### src/rtl/game_timer_ctrl_pkg.sv
// Shared types, BCD limits and packed MM:SS field positions for the game timer.
package game_timer_ctrl_pkg;

  localparam int unsigned DIGIT_W = 4;
  localparam int unsigned TIME_W  = 16;

  localparam int unsigned SEC_ONES_LSB = 0;
  localparam int unsigned SEC_TENS_LSB = 4;
  localparam int unsigned MIN_ONES_LSB = 8;
  localparam int unsigned MIN_TENS_LSB = 12;

  localparam logic [DIGIT_W-1:0] BCD_MAX_ONES = 4'd9;
  localparam logic [DIGIT_W-1:0] BCD_MAX_TENS = 4'd5;

  typedef logic [1:0] state_t;

  localparam state_t ST_IDLE    = 2'b00;
  localparam state_t ST_RUN     = 2'b01;
  localparam state_t ST_PAUSE   = 2'b10;
  localparam state_t ST_EXPIRED = 2'b11;

  // A loadable MM:SS value: every digit is decimal and seconds stay below 60.
  function automatic logic bcd_valid(input logic [TIME_W-1:0] v);
    return (v[MIN_TENS_LSB +: DIGIT_W] <= BCD_MAX_ONES) &&
           (v[MIN_ONES_LSB +: DIGIT_W] <= BCD_MAX_ONES) &&
           (v[SEC_TENS_LSB +: DIGIT_W] <= BCD_MAX_TENS) &&
           (v[SEC_ONES_LSB +: DIGIT_W] <= BCD_MAX_ONES);
  endfunction

endpackage

### src/rtl/bcd_digit_dn.sv
// Single down-counting BCD digit; wraps 0 -> MAX_VAL and raises a borrow to the next stage.
module bcd_digit_dn
  import game_timer_ctrl_pkg::*;
#(
  parameter logic [DIGIT_W-1:0] MAX_VAL = BCD_MAX_ONES
) (
  input  logic               clk_50MHz_i,
  input  logic               rst_sync_i,
  input  logic               en,
  input  logic               borrow_in,
  input  logic               load,
  input  logic [DIGIT_W-1:0] load_val,
  output logic [DIGIT_W-1:0] digit,
  output logic               borrow_out_c
);

  assign borrow_out_c = borrow_in && (digit == '0);

  // Load takes precedence so a reload can coincide with the final decrement.
  always_ff @(posedge clk_50MHz_i) begin
    if (rst_sync_i) begin
      digit <= '0;
    end else if (load) begin
      digit <= load_val;
    end else if (en && borrow_in) begin
      digit <= (digit == '0) ? MAX_VAL : digit - DIGIT_W'(1);
    end
  end

endmodule

### src/rtl/game_timer_ctrl.sv
// MM:SS countdown timer controller with prescaler, command FSM and BCD digit cascade.
// Optional build macro GAME_TIMER_AUTO_RELOAD_EN: reload from the shadow value on expiry.
module game_timer_ctrl
  import game_timer_ctrl_pkg::*;
#(
  parameter int unsigned TICK_DIV = 50000000,
  parameter int unsigned TICK_DW  = 26
) (
  input  logic              clk_50MHz_i,
  input  logic              rst_sync_i,
  input  logic              start_i,
  input  logic              pause_i,
  input  logic              clear_i,
  input  logic              load_i,
  input  logic [TIME_W-1:0] load_bcd_i,
  output logic [TIME_W-1:0] time_bcd_o,
  output logic [1:0]        state_o,
  output logic              tick_o,
  output logic              done_o,
  output logic              load_err_o,
  output logic              running_o
);

  state_t             state_q, state_nxt;
  logic [TICK_DW-1:0] presc_q, presc_nxt;
  logic               tick_nxt, done_nxt, err_nxt;
  logic               ld_c, dec_c;
  logic [TIME_W-1:0]  ld_val_c;
  logic [TIME_W-1:0]  time_q;
  logic               presc_wrap_c, time_zero_c, time_last_c;
  logic               b_so_c, b_st_c, b_mo_c, b_mt_c;

`ifdef GAME_TIMER_AUTO_RELOAD_EN
  logic [TIME_W-1:0] shadow_q;

  // Shadow copy of the last accepted load, used as the reload value.
  always_ff @(posedge clk_50MHz_i) begin
    if (rst_sync_i) begin
      shadow_q <= '0;
    end else if ((state_q == ST_IDLE) && !clear_i && !pause_i && !start_i &&
                 load_i && bcd_valid(load_bcd_i)) begin
      shadow_q <= load_bcd_i;
    end
  end
`endif

  assign presc_wrap_c = (presc_q == TICK_DW'(TICK_DIV - 1));
  assign time_zero_c  = (time_q == '0);
  assign time_last_c  = (time_q == TIME_W'(1));

  // Next-state, prescaler and digit-control decode; clear > pause > start > load.
  always_comb begin
    state_nxt = state_q;
    presc_nxt = presc_q;
    tick_nxt  = 1'b0;
    done_nxt  = 1'b0;
    err_nxt   = 1'b0;
    ld_c      = 1'b0;
    ld_val_c  = '0;
    dec_c     = 1'b0;
    case (state_q)
      ST_IDLE: begin
        if (clear_i) begin
          ld_c      = 1'b1;
          presc_nxt = '0;
        end else if (!pause_i) begin
          if (start_i) begin
            if (!time_zero_c) begin
              state_nxt = ST_RUN;
              presc_nxt = '0;
            end
          end else if (load_i) begin
            if (bcd_valid(load_bcd_i)) begin
              ld_c     = 1'b1;
              ld_val_c = load_bcd_i;
            end else begin
              err_nxt = 1'b1;
            end
          end
        end
      end
      ST_RUN: begin
        if (clear_i) begin
          state_nxt = ST_IDLE;
          ld_c      = 1'b1;
          presc_nxt = '0;
        end else begin
          presc_nxt = presc_wrap_c ? '0 : presc_q + TICK_DW'(1);
          if (presc_wrap_c) begin
            tick_nxt = 1'b1;
            dec_c    = !time_zero_c;
          end
          if (presc_wrap_c && time_last_c) begin
            done_nxt = 1'b1;
`ifdef GAME_TIMER_AUTO_RELOAD_EN
            ld_c     = 1'b1;
            ld_val_c = shadow_q;
`else
            state_nxt = ST_EXPIRED;
`endif
          end else if (pause_i) begin
            state_nxt = ST_PAUSE;
          end
        end
      end
      ST_PAUSE: begin
        if (clear_i) begin
          state_nxt = ST_IDLE;
          ld_c      = 1'b1;
          presc_nxt = '0;
        end else if (!pause_i && start_i) begin
          state_nxt = ST_RUN;
        end
      end
      default: begin
        if (clear_i) begin
          state_nxt = ST_IDLE;
          ld_c      = 1'b1;
          presc_nxt = '0;
        end
      end
    endcase
  end

  always_ff @(posedge clk_50MHz_i) begin
    if (rst_sync_i) begin
      state_q    <= ST_IDLE;
      presc_q    <= '0;
      tick_o     <= 1'b0;
      done_o     <= 1'b0;
      load_err_o <= 1'b0;
      running_o  <= 1'b0;
    end else begin
      state_q    <= state_nxt;
      presc_q    <= presc_nxt;
      tick_o     <= tick_nxt;
      done_o     <= done_nxt;
      load_err_o <= err_nxt;
      running_o  <= (state_nxt == ST_RUN);
    end
  end

  bcd_digit_dn #(.MAX_VAL(BCD_MAX_ONES)) u_sec_ones (
    .clk_50MHz_i (clk_50MHz_i),
    .rst_sync_i  (rst_sync_i),
    .en          (dec_c),
    .borrow_in   (1'b1),
    .load        (ld_c),
    .load_val    (ld_val_c[SEC_ONES_LSB +: DIGIT_W]),
    .digit       (time_q[SEC_ONES_LSB +: DIGIT_W]),
    .borrow_out_c(b_so_c)
  );

  bcd_digit_dn #(.MAX_VAL(BCD_MAX_TENS)) u_sec_tens (
    .clk_50MHz_i (clk_50MHz_i),
    .rst_sync_i  (rst_sync_i),
    .en          (dec_c),
    .borrow_in   (b_so_c),
    .load        (ld_c),
    .load_val    (ld_val_c[SEC_TENS_LSB +: DIGIT_W]),
    .digit       (time_q[SEC_TENS_LSB +: DIGIT_W]),
    .borrow_out_c(b_st_c)
  );

  bcd_digit_dn #(.MAX_VAL(BCD_MAX_ONES)) u_min_ones (
    .clk_50MHz_i (clk_50MHz_i),
    .rst_sync_i  (rst_sync_i),
    .en          (dec_c),
    .borrow_in   (b_st_c),
    .load        (ld_c),
    .load_val    (ld_val_c[MIN_ONES_LSB +: DIGIT_W]),
    .digit       (time_q[MIN_ONES_LSB +: DIGIT_W]),
    .borrow_out_c(b_mo_c)
  );

  // Top digit never borrows further: 0000 is never decremented.
  bcd_digit_dn #(.MAX_VAL(BCD_MAX_ONES)) u_min_tens (
    .clk_50MHz_i (clk_50MHz_i),
    .rst_sync_i  (rst_sync_i),
    .en          (dec_c),
    .borrow_in   (b_mo_c),
    .load        (ld_c),
    .load_val    (ld_val_c[MIN_TENS_LSB +: DIGIT_W]),
    .digit       (time_q[MIN_TENS_LSB +: DIGIT_W]),
    .borrow_out_c(b_mt_c)
  );

  assign time_bcd_o = time_q;
  assign state_o    = state_q;

  logic unused_ok;
  assign unused_ok = b_mt_c;

endmodule
### config.mk
export PLATFORM = sky130hd
export DESIGN_NAME = game_timer_ctrl
export DESIGN_NICKNAME = d
export VERILOG_FILES = /design/src/rtl/game_timer_ctrl_pkg.sv /design/src/rtl/bcd_digit_dn.sv /design/src/rtl/game_timer_ctrl.sv
export SDC_FILE = /design/constraint.sdc
export NUM_CORES = 1
export LEC_CHECK = 0
export CORE_ASPECT_RATIO = 0.8
export CORE_MARGIN = 2
export CORE_UTILIZATION = 25
export DETAILED_ROUTE_END_ITERATION = 8
export PLACE_DENSITY = 0.47
export SETUP_SLACK_MARGIN = 0.2
export SYNTH_ARGS = -nofsm -noshare
export SYNTH_HDL_FRONTEND = slang
export SYNTH_SLANG_ARGS = --single-unit
### constraint.sdc
create_clock -name clk_50MHz_i -period 2.6 [get_ports clk_50MHz_i]
set_input_delay 0.39 -clock clk_50MHz_i [delete_from_list [all_inputs] [get_ports clk_50MHz_i]]
set_output_delay 0.39 -clock clk_50MHz_i [all_outputs]
set_load 0.005 [all_outputs]
Word-level counts from Yosys, hierarchy flattened
Index checks and enable logic that the tools add are counted.
- $add $sub $neg: 5
- mux-type cells: 50
- bitwise operators: 3
- equal/unequal tests: 8
- reductions and logical operators: 26
- magnitude comparators: 4
- operators by type and width (cell ; count):
    26-bit two-way mux ; 7
    16-bit two-way mux ; 6
    26-bit one-hot mux with 2 select lines ; 1
    4-bit two-way mux ; 12
    26-bit by 1-bit adder with 26-bit output, second input constant ; 1
    26-bit equality test, second input constant ; 1
    2-bit two-way mux ; 10
    16-bit by 1-bit equality test with 1-bit output, second input constant ; 1
    16-bit zero test ; 1
    4-bit zero test ; 4
    4-bit by 1-bit subtractor with 4-bit output, second input constant ; 4
    1-bit two-way mux ; 13
    4-bit less-or-equal comparator, second input constant ; 3
    1-bit logical AND ; 10
    3-bit != test, second input constant ; 3
    2-bit nonzero test ; 4
    2-bit one-hot mux with 3 select lines ; 1
    6-bit OR reduction ; 1
    2-bit by 1-bit equality test with 1-bit output, second input constant ; 2
    4-bit by 3-bit less-or-equal comparator with 1-bit output, second input constant ; 1
    4-bit AND reduction ; 1
    1-bit inverter ; 3
    3-bit nonzero test ; 1
    3-bit OR reduction ; 1
    other kinds (3) ; 4
- register bits after elaboration: 48
- word-level logic and storage cells: 106
- input port bits: 22
- output and inout port bits: 22

Depth between registers and ports, before layout
- depth after elaboration: 11
- mapped depth: 9
- mapped depth without buffers: 7

Cells and area by module
Synthesis repeated with hierarchy kept, for this count alone.
- cell total of the unflattened synthesis: 334
- area total of the unflattened synthesis: 2803.9 um^2
- modules (own cells, without submodules) (module ; area an instance (um^2) ; times used ; seq. area each (um^2) ; cells an instance):
    game_timer_ctrl ; 1898.1 ; 1 ; 640.6 ; 230
    bcd_digit_dn (u_min_ones ...) ; 234.0 ; 3 ; 80.1 ; 27
    bcd_digit_dn (u_sec_tens) ; 203.9 ; 1 ; 80.1 ; 23

Worst setup path after synthesis
OpenSTA, ideal clock, no wires.
- kind: reg2reg
- start: register presc_q[0]
- end: register u_min_ones.digit[1]
- data arrival time: 2.173 ns
- path slack: 0.356 ns
- stages on the path, launching flop included: 8
- period minus slack after synthesis: 2.244 ns
- setup time: 0.070 ns
- buffers on the path: 0
- data required time: 2.530 ns
- cells stage by stage: dfxtp_1 > ha_1 > and3_1 > nand4_1 > or4_4 > nor2b_4 > or3_1 > a21oi_1
- cells in the longest elaborated chain, start to end: 6
- RTL lines (element ; RTL line ; RTL):
    start: declaration ; game_timer_ctrl.sv:25 ; logic [TICK_DW-1:0] presc_q, presc_nxt;
    start signal: assignment ; game_timer_ctrl.sv:135 ; presc_q <= presc_nxt;
    26-bit equality test ; game_timer_ctrl.sv:47 ; assign presc_wrap_c = (presc_q == TICK_DW'(TICK_DIV - 1));
    1-bit two-way mux ; game_timer_ctrl.sv:89 ; if (presc_wrap_c) begin
    1-bit two-way mux ; game_timer_ctrl.sv:83 ; if (clear_i) begin
    1-bit two-way mux ; game_timer_ctrl.sv:61 ; case (state_q)
    1-bit logical AND ; bcd_digit_dn.sv:25 ; end else if (en && borrow_in) begin
    2-bit nonzero test (no line) ; n/a ;
    end signal: assignment ; bcd_digit_dn.sv:24 ; digit <= load_val;
    end signal: assignment ; bcd_digit_dn.sv:26 ; digit <= (digit == '0) ? MAX_VAL : digit - DIGIT_W'(1);
    end: declaration ; bcd_digit_dn.sv:13 ; output logic [DIGIT_W-1:0] digit,
No other way between the ends.
A chain may end at the register's enable or synchronous reset.

Final worst setup path
- start: register presc_q[11]
- end: register u_min_ones.digit[1]
Same word-level chain as after synthesis.

==> impl_metrics.ini <==
[clocking]
cts_buffer_depth = 2
path_clk_slew_ns = 0.06
cts_buffers = 5
clock_latency_ns = 0.29
root_buffer = clkbuf_16
postCtsSetupBuffers = 0
cts_tree = built
cts_sinks = 48
htreeDepth = 2

[sta]
max_freq_mhz = 429
hold_violations = 0
clock_skew_ns = 0.00553
hold_slack_ns = 0.510
grt_setup_unrepaired = true
report.final.slew_viol_count = 0
timing.final.crit_share_pct = 89.7
slew_headroom_pct = 66.8
worstMarginPinSlew_ns = 0.486
fin_crit_ns = 2.33
setup_viol_count_final = 0

[worst_setup_path]
crit_path_max_fanout = 5
crit_chain = or3_1 > or3_4 > or4_4 > nor2b_4 > or3_1 > a21oi_1
critical-path-top-delay-family = simple AND/OR/NAND/NOR gates
arrival_ns = 2.55
slowest_delay_ns = 0.47
rr_endpoint = u_min_ones.digit[1]$_SDFFE_PP0P_
startpoint_type = flip-flop
end_kind = flip-flop
r2r-start = presc_q[11]$_SDFFE_PP0P_
worst-setup-path-type = reg -> reg
cp_slowest_cell = or4_4
cp_num_buf_inv = 0
worstPathRequired_ns = 2.82
reg2reg_slack_ns = 0.27
r2r_cells = 6
cp_common_cell = or3_1

[global_route]
grt_first_pass_wirelength_mm = 12.8
grt_max_degree = 17
globalRouteTotalUtil_pct = 14.2
grt_overflow = 0
antenna_found_initial = 0
grt_pass1_vias = 2445

[place]
portBuffers = 43
post_dp_cell_area_mm2 = 0.00335
gp_congestion = 0.754
hpwl_mm = 5.93
placedCellCount = 527

[yosys]
ys_seq_area_share_pct = 37.0
netlist_area_mm2 = 0.00260
synth.distinct_cells = 50
synth_flop_cell = dfxtp_1
synth_nets = 353
syn_avg_cell_area_um2 = 7.87
yosysWarnings = 0
netlist_instances = 330
ys_async_sr_fraction_pct = 0
synth_edf_count = 0
synth_seq_cells = 48

[power]
leakage_nw = 1.23
pwr_density_cell_mw_per_mm2 = 469
clock_power_share_pct = 43.4
power_frac_seq_pct = 45.2
vdd_drop_max_v = 0.000236
pwr-share-comb_pct = 11.4
p_sw_w = 0.000377
p_int_w = 0.00129
finalPower_w = 0.00167
switching_share_pct = 22.6

[detailed_routing]
drtIter0Drc = 166
vias = 2624
drtPass1Iterations = 4
wire_per_inst_um = 14.4
wl_mm = 7.71
vias_per_cell = 4.90
drc = 0
drt.antenna.violating_nets = 0

[floorplanning]
coreArea_mm2 = 0.0102
io_pins = 44
row_count = 33
die_width_um = 118
die_area_mm2 = 0.0112
initial_core_util_pct = 25.5
die_y_um = 95.2

[layout]
antennaDiodeCount = 0
design_area_mm2 = 0.00355
final_nets = 417
instances_no_fill = 535
drive_gt1_share_pct = 13.2
most-common-layout-cells = dfxtp_1, clkdlybuf4s50_1, nor2_1
area_growth_pct = 36.9
final_common_cell = dfxtp_1
fill_cells = 1110

[min_path]
min_to = presc_q[12]$_SDFFE_PP0P_
hp-start = presc_q[12]$_SDFFE_PP0P_
hold_depth = 2
hold_path.class = reg -> reg

[status]
status = completed

[run]
cap_viol_max_count = 0
-- what timing repair did --
action	in CTS	in global routing
setup endpoints to repair	0	18
hold buffers	0	0
resized for setup	0	6
-- sequential cells by signal, summed over array words and instances, names as in the netlist --
name              flops
state_o               2
done_o                1
u_sec_ones.digit      4
u_sec_tens.digit      4
presc_q              26
u_min_tens.digit      4
tick_o                1
running_o             1
u_min_ones.digit      4
load_err_o            1
-- worst register-to-register path: cells and delay by family, from the launching register on --
kind	cells	cell delay [ns]
flip-flops	1	0.35
AO/OA/AOI/OAI	1	0.14
AND/OR/NAND/NOR	5	1.79
-- power groups by stage --
stage	Sequential [W]	Combinational, W	Clock (W)
2_1_floorplan	0.000768	0.0000873	0
3_3_place_gp	0.000770	0.000187	0
3_5_place_dp	0.000770	0.000185	0
4_1_cts	0.000753	0.000186	0.000748
5_1_grt	0.000755	0.000207	0.000783
6_report	0.000754	0.000190	0.000724
-- per-layer routing --
metal / GRT usage [%] / wire [um] / vias up
met5: 0 / 0 / -
met4: 3.01 / 53 / 0
met3: 3.17 / 316 / 8
met2: 20.4 / 3220 / 44
met1: 21.4 / 4120 / 1228
li1: - / - / 1344
-- synthesized netlist by cell type, types with 8 or more instances --
cell	count	area [um2]
dfxtp_1	48	961
nor2_1	42	158
a21oi_1	28	140
nand2_1	26	97.6
o21ai_0	19	95.1
nor3_1	15	75.1
clkbuf_1	12	45.0
nand4_1	12	75.1
nand3_1	11	55.1
xnor2_1	11	96.3
or3_1	9	56.3
and3_1	8	50.1
-- metrics by stage --
step | setup slack (ns) | TNS [ns] | utilization (%)
finish | 0.268 | 0 | 34.9
CTS | 0.218 | 0 | 34.5
detailed placement | -0.0164 | -0.0164 | 32.9
global placement | -0.0597 | -0.0999 | 32.9
global route | 0.187 | 0 | 34.9
floorplan | 0.356 | 0 | -
-- worst max path at each step --
| stage | start | end | slack [ns] | cells past startpoint |
|---|---|---|---|---|
| finish | presc_q[11]$_SDFFE_PP0P_ | u_min_ones.digit[1]$_SDFFE_PP0P_ | 0.27 | 6 |
| floorplan | presc_q[0]$_SDFFE_PP0P_ | u_min_ones.digit[1]$_SDFFE_PP0P_ | 0.36 | 7 |
| global placement | pause_i | u_min_ones.digit[1]$_SDFFE_PP0P_ | -0.06 | 7 |
| global route | pause_i | presc_q[18]$_SDFFE_PP0P_ | 0.19 | 7 |
| detailed placement | start_i | presc_q[24]$_SDFFE_PP0P_ | -0.02 | 7 |
| CTS | presc_q[11]$_SDFFE_PP0P_ | u_min_ones.digit[1]$_SDFFE_PP0P_ | 0.22 | 6 |
-- kinds of logic after synthesis --
family                     share of synthesized area (%)
AOI/OAI and AO/OA                                   17.0
xor gates and xnor gates                            6.07
adders and majority gates                          0.482
buffers and inverters                               2.46
DFF                                                 37.0
muxes                                               1.16
and+or+nand+nor                                     35.8
-- layout make-up --
type | instances | area (um2) | area share (%)
flip-flops and latches | 48 | 961 | 27.0
clock buffers | 6 | 129 | 3.63
multi-input cells | 265 | 1610 | 45.3
clock inverters | 2 | 35.0 | 0.986
repair buffers | 69 | 626 | 17.6
inverters | 5 | 18.8 | 0.528
well taps | 140 | 175 | 4.93
(Power assumes the default switching activity.)
